[src/rtl/cmd_seq_arb_if.sv]
// Client/sequencer handshake bundle for cmd_seq_arb.
// The slave modport is the arbiter; the master side is the client and sequencer logic.
interface cmd_seq_arb_if #(
  parameter int REQUESTERS = 4
);
  localparam int IW = $clog2(REQUESTERS);

  logic [REQUESTERS-1:0] REQ;
  logic [REQUESTERS-1:0] GRANT;
  logic [REQUESTERS-1:0] DONE;
  logic [REQUESTERS-1:0] ERR;
  logic [IW-1:0]         GRANT_ID;
  logic                  CMD_READY;
  logic                  CMD_EXT_START_ENABLE;
  logic                  CMD_EXT_START_FLAG;
  logic                  BUSY;

  modport slave (
    input  REQ, CMD_READY, CMD_EXT_START_ENABLE,
    output GRANT, DONE, ERR, GRANT_ID, CMD_EXT_START_FLAG, BUSY
  );

  modport master (
    output REQ, CMD_READY, CMD_EXT_START_ENABLE,
    input  GRANT, DONE, ERR, GRANT_ID, CMD_EXT_START_FLAG, BUSY
  );
endinterface

[src/rtl/cmd_seq_arb.sv]
// Round-robin arbiter sharing one command sequencer: start pulse, busy/idle tracking, gap and timeout.
// Define CMD_SEQ_ARB_PRIO_EN to make client 0 win every arbitration it takes part in.
module cmd_seq_arb #(
  parameter  int REQUESTERS     = 4,
  parameter  int GAP_CYCLES     = 8,
  parameter  int TIMEOUT_CYCLES = 1024,
  parameter  int CW             = 11,
  localparam int IW             = $clog2(REQUESTERS)
) (
  input  logic          BUS_CLK,
  input  logic          BUS_RST,
  cmd_seq_arb_if.slave  bus
);

  typedef enum logic [2:0] {IDLE, START, WAIT_BUSY, WAIT_DONE, GAP} state_t;

  localparam logic [IW:0]   NREQ     = (IW+1)'(REQUESTERS);
  localparam logic [CW:0]   TO_LAST  = (CW+1)'(TIMEOUT_CYCLES - 1);
  localparam logic [CW-1:0] GAP_LAST = CW'(GAP_CYCLES);

  state_t                state_q, state_d;
  logic [IW-1:0]         ptr_q, ptr_d;
  logic [IW-1:0]         gid_q, gid_d;
  logic [REQUESTERS-1:0] grant_q, grant_d;
  logic [REQUESTERS-1:0] done_q, done_d;
  logic [REQUESTERS-1:0] err_q, err_d;
  logic [CW-1:0]         cnt_q, cnt_d;

  logic [IW-1:0] win;
  logic          win_vld;

  // Walk from the farthest candidate back to ptr+1 so the nearest requester is written last.
  always_comb begin
    logic [IW:0] idx;
    idx     = '0;
    win     = '0;
    win_vld = 1'b0;
    for (int i = REQUESTERS; i >= 1; i--) begin
      idx = {1'b0, ptr_q} + (IW+1)'(i);
      if (idx >= NREQ) idx = idx - NREQ;
      if (bus.REQ[idx[IW-1:0]]) begin
        win     = idx[IW-1:0];
        win_vld = 1'b1;
      end
    end
`ifdef CMD_SEQ_ARB_PRIO_EN
    if (bus.REQ[0]) begin
      win     = '0;
      win_vld = 1'b1;
    end
`endif
  end

  always_comb begin
    state_d = state_q;
    ptr_d   = ptr_q;
    gid_d   = gid_q;
    grant_d = grant_q;
    done_d  = '0;
    err_d   = '0;
    cnt_d   = cnt_q;
    case (state_q)
      IDLE: begin
        if (win_vld && bus.CMD_READY && bus.CMD_EXT_START_ENABLE) begin
          grant_d      = '0;
          grant_d[win] = 1'b1;
          gid_d        = win;
`ifdef CMD_SEQ_ARB_PRIO_EN
          if (!bus.REQ[0]) ptr_d = win;
`else
          ptr_d        = win;
`endif
          state_d      = START;
        end
      end
      START: begin
        cnt_d   = '0;
        state_d = WAIT_BUSY;
      end
      WAIT_BUSY: begin
        if (!bus.CMD_READY) begin
          state_d = WAIT_DONE;
        end else if ({1'b0, cnt_q} + (CW+1)'(1) >= TO_LAST) begin
          err_d   = grant_q;
          grant_d = '0;
          cnt_d   = '0;
          state_d = GAP;
        end else begin
          cnt_d = cnt_q + CW'(1);
        end
      end
      WAIT_DONE: begin
        if (bus.CMD_READY) begin
          done_d  = grant_q;
          grant_d = '0;
          cnt_d   = '0;
          state_d = GAP;
        end
      end
      GAP: begin
        if (cnt_q == GAP_LAST) begin
          cnt_d   = '0;
          state_d = IDLE;
        end else begin
          cnt_d = cnt_q + CW'(1);
        end
      end
      default: state_d = IDLE;
    endcase
  end

  always_ff @(posedge BUS_CLK) begin
    if (BUS_RST) begin
      state_q <= IDLE;
      ptr_q   <= '0;
      gid_q   <= '0;
      grant_q <= '0;
      done_q  <= '0;
      err_q   <= '0;
      cnt_q   <= '0;
    end else begin
      state_q <= state_d;
      ptr_q   <= ptr_d;
      gid_q   <= gid_d;
      grant_q <= grant_d;
      done_q  <= done_d;
      err_q   <= err_d;
      cnt_q   <= cnt_d;
    end
  end

  assign bus.GRANT              = grant_q;
  assign bus.DONE               = done_q;
  assign bus.ERR                = err_q;
  assign bus.GRANT_ID           = gid_q;
  assign bus.CMD_EXT_START_FLAG = (state_q == START);
  assign bus.BUSY               = (state_q != IDLE);

endmodule

[src/flat_wrapper.sv]
// flat-port wrapper written by rule: the top's interface ports become plain ports
module cmd_seq_arb_flat 
#(
  parameter  int REQUESTERS     = 4,
  parameter  int GAP_CYCLES     = 8,
  parameter  int TIMEOUT_CYCLES = 1024,
  parameter  int CW             = 11,
  localparam int IW             = $clog2(REQUESTERS)
)
  (BUS_CLK, BUS_RST, bus_REQ, bus_CMD_READY, bus_CMD_EXT_START_ENABLE, bus_GRANT, bus_DONE, bus_ERR, bus_GRANT_ID, bus_CMD_EXT_START_FLAG, bus_BUSY);
  cmd_seq_arb_if #(.REQUESTERS(REQUESTERS)) bus_i ();
  input  logic BUS_CLK;
  input  logic BUS_RST;
  input wire logic [$bits(bus_i.REQ)-1:0] bus_REQ;
  input wire logic [$bits(bus_i.CMD_READY)-1:0] bus_CMD_READY;
  input wire logic [$bits(bus_i.CMD_EXT_START_ENABLE)-1:0] bus_CMD_EXT_START_ENABLE;
  output wire logic [$bits(bus_i.GRANT)-1:0] bus_GRANT;
  output wire logic [$bits(bus_i.DONE)-1:0] bus_DONE;
  output wire logic [$bits(bus_i.ERR)-1:0] bus_ERR;
  output wire logic [$bits(bus_i.GRANT_ID)-1:0] bus_GRANT_ID;
  output wire logic [$bits(bus_i.CMD_EXT_START_FLAG)-1:0] bus_CMD_EXT_START_FLAG;
  output wire logic [$bits(bus_i.BUSY)-1:0] bus_BUSY;
  assign bus_i.REQ = bus_REQ;
  assign bus_i.CMD_READY = bus_CMD_READY;
  assign bus_i.CMD_EXT_START_ENABLE = bus_CMD_EXT_START_ENABLE;
  assign bus_GRANT = bus_i.GRANT;
  assign bus_DONE = bus_i.DONE;
  assign bus_ERR = bus_i.ERR;
  assign bus_GRANT_ID = bus_i.GRANT_ID;
  assign bus_CMD_EXT_START_FLAG = bus_i.CMD_EXT_START_FLAG;
  assign bus_BUSY = bus_i.BUSY;
  cmd_seq_arb #(.REQUESTERS(REQUESTERS), .GAP_CYCLES(GAP_CYCLES), .TIMEOUT_CYCLES(TIMEOUT_CYCLES), .CW(CW)) u_core (.BUS_CLK(BUS_CLK), .BUS_RST(BUS_RST), .bus(bus_i));
endmodule
[config.mk]
export PLATFORM = sky130hd
export DESIGN_NAME = cmd_seq_arb_flat
export DESIGN_NICKNAME = d
export VERILOG_FILES = /design/src/rtl/cmd_seq_arb_if.sv /design/src/rtl/cmd_seq_arb.sv /design/src/flat_wrapper.sv
export SDC_FILE = /design/constraint.sdc
export NUM_CORES = 1
export LEC_CHECK = 0
export CAP_MARGIN = 10
export CORE_MARGIN = 1
export CORE_UTILIZATION = 29
export DETAILED_ROUTE_END_ITERATION = 8
export HOLD_SLACK_MARGIN = 0.03
export PLACE_DENSITY = 0.58
export SLEW_MARGIN = 20
export SYNTH_ARGS = -nofsm -noshare
export SYNTH_HDL_FRONTEND = slang
export SYNTH_SLANG_ARGS = --single-unit
[constraint.sdc]
create_clock -name BUS_CLK -period 4.12 [get_ports BUS_CLK]
set_clock_uncertainty 0.1 [all_clocks]
set_input_delay 0.618 -clock BUS_CLK [delete_from_list [all_inputs] [get_ports BUS_CLK]]
set_output_delay 0.618 -clock BUS_CLK [all_outputs]
set_load 0.02 [all_outputs]
### After elaboration in Yosys (flattened, before gate mapping)

Cells that the tools add are included.

* input bits: 8
* register bits: 28

* $add $sub $neg: 10
* equal/unequal tests: 11
* $lt $le $gt $ge: 11
* mux-type cells: 38
* reductions and logical operators: 13
* bitwise gates (word level): 4

Operators with widths (count)
* $mux 11: 4
* $pmux 11 s4: 1
* $mux 2: 8
* $mux 4: 4
* $lt 2x3->1 const B: 5
* $mux 3: 5
* $pmux 3 s5: 1
* $add 11x1->12 const B: 1
* $ge 12x10->1 const B: 1
* $ge 3x3->1 const B: 4
* $pmux 4 s3: 1
* $add 11x1->11 const B: 1
* $eq 11x4->1 const B: 1
* $mux 1: 9
* $bmux 1 s2: 4
* $sub 2x1->2 const B: 4
* $add 2x2->3 const B: 2
* $eq 3x2->1 const B: 2
* $ne 2x1->1 const B: 3
* $reduce_bool 3->1: 2
* $reduce_and 5->1: 1
* $ne 2x2->1 const B: 2
* $not 1->1: 4
* $reduce_and 4->1: 1
* 14 further kinds: 16

### Logic depth before layout (Yosys ltp)

Gate-level depths: netlist (run 1).

* word-level depth: 15
* gate-level depth with buffers: 10
* depth with buffers taken out: 8

### Worst setup path before layout (run 1)

Ideal clock, no wire load.

* path type: register to register
* start point: register u_core.cnt_q[0]
* end point: register u_core.cnt_q[9]
* arrival: 2.211 ns
* period minus slack after synthesis: 2.433 ns
* stages on the path, launching flop included: 10
* library setup time: 0.122 ns
* path buffers: 1
* path slack: 1.687 ns
* cell sequence: dfxtp_1 -> ha_1 -> nand3_1 -> or2_1 -> a221oi_2 -> a31oi_4 -> a21boi_4 -> buf_6 -> nor3_1 -> a221o_1

* cells in the longest elaborated chain, start to end: 5
* elaborated cells between the ends (all ways): 8
* classes of those cells: add/sub (2); order compare (1); eq/ne (1); mux (4)

RTL lines
* start: declaration: RTL line cmd_seq_arb.sv:27 `logic [CW-1:0] cnt_q, cnt_d;`
* start signal: assignment: RTL line cmd_seq_arb.sv:128 `cnt_q <= cnt_d;`
* $add 11x1->12: RTL line cmd_seq_arb.sv:83 `end else if ({1'b0, cnt_q} + (CW+1)'(1) >= TO_LAST) begin`
* $ge 12x10->1: RTL line cmd_seq_arb.sv:83
* $mux 11: RTL line cmd_seq_arb.sv:83
* $mux 11: RTL line cmd_seq_arb.sv:81 `if (!bus.CMD_READY) begin`
* $pmux 11 s4 *: RTL line cmd_seq_arb.sv:62 `case (state_q)`

Mark *: on every way between the ends. The rest lies on a longest branch, timed or not. The select of a mux whose other input is x is not followed.
A chain may end at the register's enable or synchronous reset.

### Final worst setup path (run 1)

Same ends and word-level chain as after synthesis.

==> results of run 1 <==
==> per-stage QoR <==
step	cells	total power [uW]	util, %	worst slack, ps
2_1_floorplan	189	511	-	1690
3_3_place_gp	271	591	35.6	1370
3_5_place_dp	271	586	35.6	1310
4_1_cts	275	809	37.0	1340
5_1_grt	275	851	37.0	1170
6_report	275	801	37.0	1340
==> worst reg2reg max path: cells and delay by family, from the launching register on <==
family                   cells  cell delay [ps]
AND/OR/NAND/NOR              3              480
AO/OA/AOI/OAI                4             1310
adder cells (fa/ha/maj)      1              330
flip-flops                   1              450
==> area by class of cell <==
class | instances | area (um^2) | area share [%]
multi-input cells | 140 | 958 | 49.2
flip-flops and latches | 28 | 561 | 28.8
repair buffers | 24 | 238 | 12.2
well taps | 70 | 87.6 | 4.49
clock buffers | 3 | 41.3 | 2.12
inverters | 9 | 33.8 | 1.73
clock inverters | 1 | 30.0 | 1.54
==> sequential cells by signal, summed over array words and instances, names as in the netlist <==
register          count
u_core.bus.GRANT      4
u_core.bus.ERR        4
u_core.state_q        3
u_core.cnt_q         11
u_core.ptr_q          2
u_core.bus.DONE       4
==> how the worst min path moves through the flow <==
stage | end | slack [ps] | from | cells after the start
floorplan | u_core.cnt_q[5] | 390 | u_core.cnt_q[5] | 1
global placement | u_core.bus.DONE[3] | 400 | u_core.bus.GRANT[3] | 1
detailed placement | u_core.bus.DONE[3] | 400 | u_core.bus.GRANT[3] | 1
CTS | u_core.bus.DONE[3] | 420 | u_core.bus.GRANT[3] | 1
global route | u_core.bus.DONE[3] | 430 | u_core.bus.GRANT[3] | 1
finish | u_core.bus.DONE[3] | 410 | u_core.bus.GRANT[3] | 1
==> report_power, final <==
group	switching [uW]	leakage [uW]	internal, uW
Clock	89.4	0.0000357	130
Sequential	25.0	0.000226	287
Combinational	167	0.000386	103
Total	281	0.000648	520
==> layer usage <==
metal	share of wire (%)	GRT usage [%]	wire length (um)	vias to the layer above
li1	-	-	-	727
met1	50	16.8	1720	629
met2	45	19.6	1540	30
met3	3.3	2.14	115	4
met4	1.7	5.09	59	0
met5	0	0	0	-
==> logic make-up after synthesis <==
family          Yosys count  synth area share (%)
simple gates             78                  25.7
compound gates           54                  27.4
buf+inv                  21                  6.97
fa+ha+maj                 3                  2.30
mux                       3                  2.22
flops                    28                  34.3
xor+xnor                  2                  1.07
==> cells in the final DEF (no fill, tap or decap), drive strengths merged, types with 4 or more instances in the layout <==
cell           Yosys  routed
inv                9       9
and2              10      10
a22oi              4       4
nor4               4       4
a2111oi            4       4
o21ai              7       7
nand2             20      20
a21o               4       4
nor2              14      14
nand3              7       7
dfxtp             28      28
clkdlybuf4s50      0      23
nand2b             5       5
a21oi             11      11
==> impl_metrics.yaml, run 1 <==
synth:
  yosys.cell_count.top_type: "dfxtp_1"
  synth_top_cell_area_share_pct: 34.3
  yosysWarnings: 0
  synthesis.area_um2: 1630
  synthArstFlopShare_pct: 0
  synth_top_area_cell: "dfxtp_1"
  ys_top_cells_by_count: "dfxtp_1 (28), nand2_1 (19), nor2_1 (14)"
  synthFlopType: "dfxtp_1"
  ys_types: 57
  ys_ff_latch: 28
  synth_nets: 200
  synth_area_leaders: "dfxtp_1 (34%), nand2_1 (4.4%), and2_1 (3.8%)"
  synth-edff-count: 0
  synth_seq_area_share_pct: 34.3
  syn_inst: 189
  syn_area_per_cell_um2: 8.64
sta:
  grt_setup_unrepaired: "false"
  max_freq_mhz: 359
  drv_slew: 0
  finalHoldViolCount: 0
  slew_headroom_pct: 62.1
  tns_ps: 0
  setup-violations-final: 0
  hold_slack_ps: 410
  worst_pin_slew_ps: 568
  period_share_pct: 67.5
  fin_crit_ps: 2780
die:
  dieHeight_um: 77.0
  die_w_um: 77.0
  core_area_um2: 5270
  initial_core_util_pct: 31.0
  die_area_um2: 5930
  rows: 26
  ios: 24
placement:
  place_area_um2: 1880
  place.gp.congestion: 0.773
  io_buffers: 23
  dp_hpwl_um: 2510
power:
  power.density_nw_per_um2: 411
  ir_drop_mv: 0.344
  p_leak_uw: 0.000648
critical_path:
  crit_cells: 8
  cp_max_fo: 14
  reg2reg_from: "u_core.cnt_q[0]"
  path_buf_inv: 0
  cp.required_ps: 4200
  path_class: "reg2reg"
  end_kind: "flop"
  rr_endpoint: "u_core.cnt_q[9]"
  max_stage_delay_ps: 460
  arrival_ps: 2860
  crit_path_end: "u_core.cnt_q[9]"
  crit_path_cell_trace: "ha_1 -> nand3_1 -> or2_1 -> a221oi_2 -> a31oi_4 -> a21boi_4 -> nor3_1 -> a221o_1"
  critPathTopFamily: "compound AO/OA/AOI/OAI gates"
  rrSetupSlack_ps: 1340
  start_kind: "flop"
  startpoint: "u_core.cnt_q[0]"
  worst_r2r_path_depth: 8
  critical_path.slowest_cell: "a21boi_4"
global_route:
  grtUsageTotal_pct: 12.5
  globalRouteOverflowTotal: 0
  grt_pass1_wl_um: 5930
  antenna_found_initial: 0
  grt_max_degree: 19
  grt_pass1_vias: 1267
finish:
  synthToLayoutAreaGrowth_pct: 19.4
  fillCellCount: 556
  diodes: 0
  nets: 217
  drive_gt1_share_pct: 8.78
  fin_area_um2: 1950
clock_tree:
  clk_latency_ps: 280
  cts_buffers: 3
  cts_tree: "built"
  clk_path_buf_depth: 2
  cts_resized: 0
  clk_pin_slew_worst_paths_ps: 100
  post-cts-setup-buffers: 0
  htreeDepth: 1
  cts_root_buf: "clkbuf_8"
  holdBufCountCts: 0
  cts.sinks: 28
route:
  drt-vias-per-instance: 5.05
  vias: 1390
  drtIter0Drc: 73
  wl_um: 3440
  postRouteAntennaNets: 0
  wl_per_cell_um: 12.5
  drc: 0
  first_pass_iters: 4
outcome:
  status: "finished, final reports clean"
hold_path:
  hp-class: "reg2reg"
run:
  drv_cap: 0
(Power assumes the default switching activity.)
==> inputs of run 2 (changes only) <==
==> constraint.sdc (replaced) <==
create_clock -name BUS_CLK -period 2.9 [get_ports BUS_CLK]
set_clock_uncertainty 0.1 [all_clocks]
set_input_delay 0.435 -clock BUS_CLK [delete_from_list [all_inputs] [get_ports BUS_CLK]]
set_output_delay 0.435 -clock BUS_CLK [all_outputs]
set_load 0.02 [all_outputs]
==> run 2 against run 1 <==
Compared with the run above: clock-buffer cell count stayed put; first-iteration DRC count is 8.2% higher; setup slack worse by 1100 ps; critical path type unchanged; largest cell class unchanged; core utilization up 1.1 points; combinational power rose by 55%; highest routed layer unchanged; critical path depth increased by 1; die area stayed put; wire length rose by 5.1%; sequential share of layout area down 0.81 points.
==> impl_metrics.yaml, run 2 (same netlist as run 1, synthesis figures left out) <==
finish:
  fillCellCount: 554
  drive_gt1_share_pct: 12.3
  final_common_cell: "dfxtp_1"
  diodes: 0
  final_util_pct: 38.1
  final_cell_mix: "dfxtp_1 (28), clkdlybuf4s50_1 (23), nand2_1 (19), nor2_1 (14), a21oi_1 (11)"
  regArea_um2: 561
  largest_reg_flops: 11
  nets: 224
  synthToLayoutAreaGrowth_pct: 22.8
  regMostFlops: "u_core.cnt_q"
  multi_input_area_um2: 962
critical_path:
  path_class: "reg2reg"
  cp_max_fo: 14
  arrival_ps: 2820
  rr_endpoint: "u_core.cnt_q[4]"
  worst_r2r_path_depth: 9
  crit_path_cell_trace: "ha_2 -> and3_1 -> and4_4 -> mux2_4 -> a31oi_4 -> a21boi_4 -> buf_4 -> a2111oi_2 -> a21o_1"
  reg2reg_from: "u_core.cnt_q[0]"
  rrSetupSlack_ps: 220
  max_stage_delay_ps: 450
  critical_path.slowest_cell: "dfxtp_1"
  start_kind: "flop"
  end_kind: "flop"
  cp.required_ps: 3040
route:
  first_pass_iters: 4
  vias: 1413
  wl_um: 3610
  postRouteAntennaNets: 0
  wl_per_cell_um: 12.8
  drt-vias-per-instance: 5.01
  drc: 0
  drtIter0Drc: 79
sta:
  fin_crit_ps: 2680
  max_freq_mhz: 372
  tns_ps: 0
  finalHoldViolCount: 0
  slew_headroom_pct: 49.0
  period_share_pct: 92.6
  setup-violations-final: 0
  grt_setup_unrepaired: "false"
  worst_pin_slew_ps: 763
  drv_slew: 0
die:
  initial_core_util_pct: 31.0
  core_area_um2: 5270
  ios: 24
  die_area_um2: 5930
  die_w_um: 77.0
  rows: 26
  dieHeight_um: 77.0
global_route:
  globalRouteOverflowTotal: 0
  grt_pass1_wl_um: 6180
  antenna_found_initial: 0
  grt_max_degree: 22
  grt_pass1_vias: 1275
  grtUsageTotal_pct: 12.8
clock_tree:
  clk_path_buf_depth: 2
  cts_tree: "built"
  htreeDepth: 1
  cts.sinks: 28
  cts_buffers: 3
  holdBufCountCts: 0
  clk_latency_ps: 280
  clk_pin_slew_worst_paths_ps: 100
  cts_root_buf: "clkbuf_8"
placement:
  dp_hpwl_um: 2600
  io_buffers: 23
  place.gp.congestion: 0.820
hold_path:
  hp-start: "u_core.bus.GRANT[3]"
  hold_path_depth: 1
  hold_end: "u_core.bus.DONE[3]"
  hp-class: "reg2reg"
power:
  p_leak_uw: 0.000675
  power.density_nw_per_um2: 588
  ir_drop_mv: 0.379
  p_total_uw: 1180
run:
  drv_cap: 0
outcome:
  status: "finished, final reports clean"
==> run 2: cell types whose count changed in the layout (fill, tap and decap cells not counted) <==
cell       previous run  this run
a2111oi_1             0         1
buf_4                 1         8
ha_2                  0         1
ha_1                  3         2
a2111oi_0             1         0
==> run 2: worst max-delay path by stage <==
| stage | slack (ps) | endpoint | cells past startpoint | start |
|---|---|---|---|---|
| 3_5_place_dp | 130 | u_core.cnt_q[9] | 8 | u_core.cnt_q[0] |
| 3_3_place_gp | 190 | u_core.cnt_q[9] | 8 | u_core.cnt_q[0] |
| 5_1_grt | 50 | u_core.cnt_q[6] | 8 | u_core.cnt_q[0] |
| 4_1_cts | 120 | u_core.cnt_q[9] | 8 | u_core.cnt_q[0] |
| 2_1_floorplan | 470 | u_core.cnt_q[9] | 9 | u_core.cnt_q[0] |
| 6_report | 220 | u_core.cnt_q[4] | 9 | u_core.cnt_q[0] |
==> run 2: area by class of cell <==
type | count | area share (%)
Multi-Input combinational cell | 140 | 48.0
Clock inverter | 1 | 1.50
Inverter | 9 | 1.68
Timing Repair Buffer | 31 | 14.5
Clock buffer | 3 | 2.06
Tap cell | 70 | 4.37
Sequential cell | 28 | 27.9
==> run 2: metrics by stage <==
| step | hold WS, ps | setup WS [ps] | cell area (um^2) | std cells |
|---|---|---|---|---|
| after floorplan | 391 | 467 | 1630 | 189 |
| final | 410 | 215 | 2010 | 282 |
| after CTS | 413 | 116 | 1980 | 279 |
| after detailed placement | 397 | 135 | 1910 | 275 |
| after global routing | 433 | 52.3 | 2010 | 282 |
| after global placement | 399 | 186 | 1910 | 275 |
==> run 2: critical path: cells and delay by family (launching register included) <==
| kind | cells | cell delay, ps |
|---|---|---|
| muxes | 1 | 310 |
| adders and majority gates | 1 | 300 |
| and+or+nand+nor | 2 | 440 |
| AOI/OAI and AO/OA | 4 | 880 |
| buffers and inverters | 1 | 170 |
| DFF | 1 | 450 |
==> run 2: power breakdown <==
| group | total [uW] | internal [uW] | switching (uW) |
|---|---|---|---|
| sequential | 443 | 408 | 35.8 |
| combinational | 418 | 178 | 240 |
| clock | 318 | 185 | 133 |
==> run 2: what timing repair did <==
item,4_1_cts,5_1_grt
endpoints found under the setup margin,0,3
buffers inserted,0,3
resized for setup,0,2
==> run 2: per-layer routing <==
layer / global-route usage [%] / vias to the layer above / routed length [um]
li1: - / 736 / -
met1: 17.5 / 648 / 1860
met2: 19.6 / 24 / 1610
met3: 1.90 / 5 / 80
met4: 6.04 / 0 / 59
met5: 0 / - / 0
==> inputs of run 3 (changes only) <==
--- a/config.mk
+++ b/config.mk
@@ -11,6 +11,7 @@
 export DETAILED_ROUTE_END_ITERATION = 8
 export HOLD_SLACK_MARGIN = 0.03
 export PLACE_DENSITY = 0.58
+export SKIP_LAST_GASP = 1
 export SLEW_MARGIN = 20
 export SYNTH_ARGS = -nofsm -noshare
 export SYNTH_HDL_FRONTEND = slang
==> results of run 3 <==
No change in the layout: final DEF, timing and power equal those of run 2.
==> patch 1, RTL diff (settings of run 2) <==
Register the output `bus.CMD_EXT_START_FLAG`, without a reset; this adds one clock of latency there.
--- a/src/rtl/cmd_seq_arb.sv
+++ b/src/rtl/cmd_seq_arb.sv
@@ -135,3 +135,5 @@
   assign bus.GRANT_ID           = gid_q;
-  assign bus.CMD_EXT_START_FLAG = (state_q == START);
+  always_ff @(posedge BUS_CLK) begin
+    bus.CMD_EXT_START_FLAG <= (state_q == START);
+  end
   assign bus.BUSY               = (state_q != IDLE);
Behaviour: not the same (Yosys sat finds a counterexample within 4 cycles, from zero or initial values and one cycle with BUS_RST high).
==> patch 1 against run 2 <==
The flow now finishes with violations (DRC); area after synthesis grew 1.2%; sequential power grew 5.0%; cell area increased by 2.6%; sequential share of layout area is 0.28 points higher; maximum frequency grew 2.1%; final cell count up 1.1%; sequential cell count grew 1; synthesized cell count is 0.53% higher; worst setup slack improved by 54 ps; utilization decreased by 0.70 points; non-clock buffer count shrank 4; total power is 15% higher; routed wire length rose by 0.75%.
==> patch 1: results (changes against run 2) <==
| Metric | Value |
|---|---|
| Initial drt markers | `61 (-23%)` |
| Final HPWL DP | `2.62 mm (+0.99%)` |
| H-tree depth | `2 (+1)` |
| Worst skew pair latency | `~290 ps` |
| Failing checks | `DRC` |
| Reg2Reg Depth | `8 (-1)` |
| DRC | `1 (+1)` |
| Syn nets | `201 (+0.50%)` |
| Switching power total | `443 µW (+8.4%)` |
| Final Wtd Congestion | `0.824 (+0.50%)` |
| Sequential fraction of the synthesis area | `35.1% (+0.80 points)` |
| Synth cell types | `56 (-1.8%)` |
| Synth Flop Type | `dfxtp_1` |
| Top cells by area, synth | `dfxtp_1, nand2_1, and2_1` |
| Worst Min Path Start | `u_core.bus.GRANT[1]` |
| Fin cells | `285 (+1.1%)` |
| Reg clk slew, reported paths | `70 ps (-30 ps)` |
| Fin nets | `223 (-0.45%)` |
| Placed insts | `277 (+0.73%)` |
| Initial antenna violation count | `0 (unchanged)` |
| Worst EP arrival | `2700 ps (-120 ps)` |
| HP Class | `reg -> reg` |
| Share of cells above drive strength 1 | `11.7% (-0.53 points)` |
| R2r endpoint | `u_core.cnt_q[9]` |
| Hold Crit Endpoint | `u_core.bus.ERR[1]` |
| Number of global-route vias before repair | `1257 (-1.4%)` |
| Yosys warning count | `0 (unchanged)` |
| WL final | `3.64 mm (+0.75%)` |
| Largest delay share family, worst path | `compound AO/OA/AOI/OAI gates` |
| Post-CTS Setup Inserts | `0 (unchanged)` |
| R2r setup slk | `270 ps (+50 ps)` |
| First-pass GRT wire length | `6.17 mm (-0.11%)` |
| CP max stage delay | `450 ps (about the same)` |
| Asr flop ratio synth | `0% (unchanged)` |
| R2r startpoint | `u_core.cnt_q[0]` |
| CTS Buf Count | `5 (+2)` |
| Worst-case clock buffer depth | `2 (unchanged)` |
| Pre-antenna DRT Iters | `6 (+2)` |
| Max FFs per register | `11 (unchanged)` |
| GRT Total Usage | `13.0% (+0.17 points)` |
| Leakage power | `0.703 nW (+4.2%)` |
| Largest net degree at the start of global routing | `18 (-18%)` |
| Worst-margin pin slew | `612 ps (-151 ps)` |
| Synth cell count leaders | `dfxtp_1, nand2_1, nor2_1, a21oi_1, and2_1` |
| Synth Area per Inst | `8.70 µm² (+0.69%)` |
| Status | `finished, violations left` |
| Post-CTS sizing | `0 (unchanged)` |
| Port buffer count | `23 (unchanged)` |
| Worst VDD drop | `364 µV (-3.9%)` |
| Worst hold path cell count | `1 (unchanged)` |
| CP max-delay cell | `a21boi_4` |
| Final max-slew violation count | `0 (unchanged)` |
| Vias per Instance | `5.00 (-0.28%)` |
## patch 1: cell types whose count changed after synthesis, sizes merged
cell,change
buf,+1
clkbuf,-1
dfxtp,+1
## patch 1: worst register-to-register path, stage by stage (launching register included)
cell	delay [ps]
dfxtp_1	430
ha_1	230
nand3_1	100
or2_1	260
a221oi_2	350
a31oi_4	180
a21boi_4	450
nor3_1	110
a221o_1	330
## patch 1: layer usage
layer / wire, µm / vias to the layer above / track usage (%)
met5: 0 / - / 0
met4: 58 / 0 / 6.79
met3: 117 / 6 / 2.71
met2: 1610 / 25 / 19.4
met1: 1850 / 659 / 17.4
li1: - / 734 / -
## patch 1: kinds of logic (layout without fill, tap and decap cells)
kind of cell,after synthesis,in the layout,share of synthesized area [%]
simple gates,78,78,25.4
xor+xnor,2,2,1.06
flops,29,29,35.1
mux,3,3,2.20
compound gates,54,54,27.1
buf+inv,21,44,6.89
fa+ha+maj,3,3,2.27
## patch 1: worst max-delay path by stage
stage                          from              end  slack (ps)  cells after the start
floorplan           u_core.cnt_q[0]  u_core.cnt_q[9]         470                      9
global placement    u_core.cnt_q[0]  u_core.cnt_q[9]         320                      8
detailed placement  u_core.cnt_q[0]  u_core.cnt_q[9]         240                      8
CTS                 u_core.cnt_q[0]  u_core.cnt_q[9]         240                      8
global route        u_core.cnt_q[0]  u_core.cnt_q[7]         100                      8
finish              u_core.cnt_q[0]  u_core.cnt_q[9]         270                      8
## patch 1: area by class of cell
cell class,instances,area [µm²]
clock inverters,3,65.1
inverters,9,33.8
well taps,72,90.1
flip-flops and latches,29,581
multi-input cells,140,958
repair buffers,27,260
clock buffers,5,68.8
fillers,555,3450
## patch 1: metrics by stage
step	instance area, µm²	power (mW)	hold slack (ps)	setup WS (ps)	util [%]
3_3_place_gp	1920	0.865	396	325	34.9
6_report	2060	1.36	409	269	37.4
3_5_place_dp	1920	0.861	394	238	34.9
2_1_floorplan	1650	0.746	391	468	-
5_1_grt	2060	1.44	429	102	37.4
4_1_cts	2060	1.38	415	244	37.4
## patch 1: power groups by stage
stage          logic [mW]  clock network, mW  registers [mW]
2_1_floorplan       0.274                  0           0.472
3_3_place_gp        0.392                  0           0.473
3_5_place_dp        0.387                  0           0.473
4_1_cts             0.391              0.522           0.464
5_1_grt             0.431              0.540           0.470
6_report            0.390              0.506           0.465
==> patch 2, RTL diff (flow settings as in run 2) <==
Made on the original files. `CW` is set to 11 in 2 places; all go to 12.
--- a/src/rtl/cmd_seq_arb.sv
+++ b/src/rtl/cmd_seq_arb.sv
@@ -6,3 +6,3 @@
   parameter  int TIMEOUT_CYCLES = 1024,
-  parameter  int CW             = 11,
+  parameter  int CW             = 12,
   localparam int IW             = $clog2(REQUESTERS)
--- a/src/flat_wrapper.sv
+++ b/src/flat_wrapper.sv
@@ -6,3 +6,3 @@
   parameter  int TIMEOUT_CYCLES = 1024,
-  parameter  int CW             = 11,
+  parameter  int CW             = 12,
   localparam int IW             = $clog2(REQUESTERS)
Check against the original RTL: no difference found for any inputs over 10 cycles, from zero or initial values and one cycle with BUS_RST high; that may be too few to reach the edited logic, so the function may still have changed.
==> patch 2 against run 2 <==
Routed wire length is 0.28% lower; cell area increased by 2.0%; worst setup slack got worse by 16 ps; area after synthesis shrank 2.5%; count of clock-buffer cells in the layout up 2; sequential cell count up 1; worst hold slack barely moved; global-route usage grew 0.20 points.
Power is not compared: it rests on default switching activity, and its combinational part moved more than twofold at a synthesized area within 25%.
==> patch 2: results (changes against run 2) <==
| Metric | Value |
|---|---|
| Initial drt markers | `94 (+19%)` |
| Worst slew margin | `38.2% (-11 points)` |
| R2r setup slk | `200 ps (-20 ps)` |
| Max FFs per register | `12 (+1)` |
| First-pass GRT wire length | `6.07 mm (-1.8%)` |
| Worst slack, placed | `184 ps (+49.1 ps)` |
| CTS Buf Count | `5 (+2)` |
| WL met3 | `123 µm (+54%)` |
| Met2 usage | `20.1% (+0.45 points)` |
| Placed Area | `1890 µm² (-0.72%)` |
| GRT Total Usage | `13.0% (+0.20 points)` |
| Post-layout min period | `2700 ps (+16.4 ps)` |
| Reg clk slew, reported paths | `70 ps (-30 ps)` |
| Status | `complete, no violations` |
| Asr flop ratio synth | `0% (unchanged)` |
| Share of cells above drive strength 1 | `14.8% (+2.5 points)` |
| Top cells by area, synth | `dfxtp_1, a211oi_1, a21oi_1` |
| Sequential fraction of the synthesis area | `36.4% (+2.1 points)` |
| Fin nets | `220 (-1.8%)` |
| Final HPWL DP | `2.57 mm (-1.2%)` |
| Number of global-route vias before repair | `1307 (+2.5%)` |
| Largest net degree at the start of global routing | `12 (-45%)` |
| WHS | `409 ps (-0.400 ps)` |
| Synth Area per Inst | `8.66 µm² (+0.20%)` |
| Worst Min Path Start | `u_core.bus.GRANT[1]` |
| CP max stage delay | `430 ps (-20 ps)` |
| Synth cell count leaders | `dfxtp_1, a21oi_1, nor2_1, inv_1, a211oi_1` |
| Antenna diode count | `0 (unchanged)` |
| Metal2 WL | `1.56 mm (-3.3%)` |
| WL final | `3.60 mm (-0.28%)` |
| Routed length per placed instance | `12.9 µm (+0.44%)` |
| Synth cell types | `51 (-11%)` |
| Via count | `1399 (-0.99%)` |
| H-tree depth | `2 (+1)` |
| Yosys warning count | `0 (unchanged)` |
| Placed insts | `272 (-1.1%)` |
| Worst skew pair latency | `280 ps (about the same)` |
| CP max-delay cell | `dfxtp_1` |
| M1 WL | `1.87 mm (+0.32%)` |
| Final Wtd Congestion | `0.772 (-5.9%)` |
| Largest fanout on the critical path | `7 (-7)` |
| Met1 Use GR | `17.3% (-0.14 points)` |
patch 2: cell count changes in the layout (fill, tap and decap cells not counted), moves of 3 or more:
| cell | delta |
|---|---|
| and4_2 | +3 |
| nand2b_1 | -5 |
| a22oi_1 | -4 |
| mux2i_1 | +3 |
| a211oi_1 | +7 |
| or4_1 | +3 |
| nand2_1 | -10 |
| a21oi_1 | +4 |
patch 2: path summary, 6_finish.rpt:
kind	depth (start not counted)	end
hold / removal	2	u_core.bus.GRANT[1]
setup / recovery	8	u_core.bus.ERR[2]
setup reg to reg	8	u_core.bus.ERR[2]
hold reg to reg	2	u_core.bus.GRANT[1]
patch 2: cells by family after synthesis:
family | Yosys count | synth area share [%]
compound gates | 52 | 23.1
flops | 29 | 36.4
fa+ha+maj | 3 | 2.36
buf+inv | 22 | 6.83
simple gates | 69 | 26.0
xor+xnor | 5 | 2.75
mux | 4 | 2.51
patch 2: power by group:
part / switching [mW] / leakage, nW / total, mW / internal, mW
Combinational: 0.0575 / 0.403 / 0.105 / 0.0475
Clock: 0.164 / 0.0681 / 0.505 / 0.341
Sequential: 0.0113 / 0.234 / 0.417 / 0.405
Total: 0.233 / 0.705 / 1.03 / 0.794
patch 2: worst register-to-register path: stages (launching register included):
cell	delay [ps]
dfxtp_1	430
inv_1	120
ha_1	300
or2b_2	290
a211o_2	350
a2111oi_4	290
a21oi_2	150
a2111oi_4	430
and2_1	180
patch 2: cell type report:
cell class	count	area (µm²)
Clock buffer	5	68.8
Clock inverter	3	65.1
Fill cell	550	3160
Inverter	11	41.3
Multi-Input combinational cell	133	927
Sequential cell	29	581
Tap cell	70	87.6
Timing Repair Buffer	29	275
patch 2: timing repair:
action / 4_1_cts / 5_1_grt
setup endpoints to repair: 0 / 3
hold endpoints to repair: 0 / 0
gates resized for setup: 0 / 2
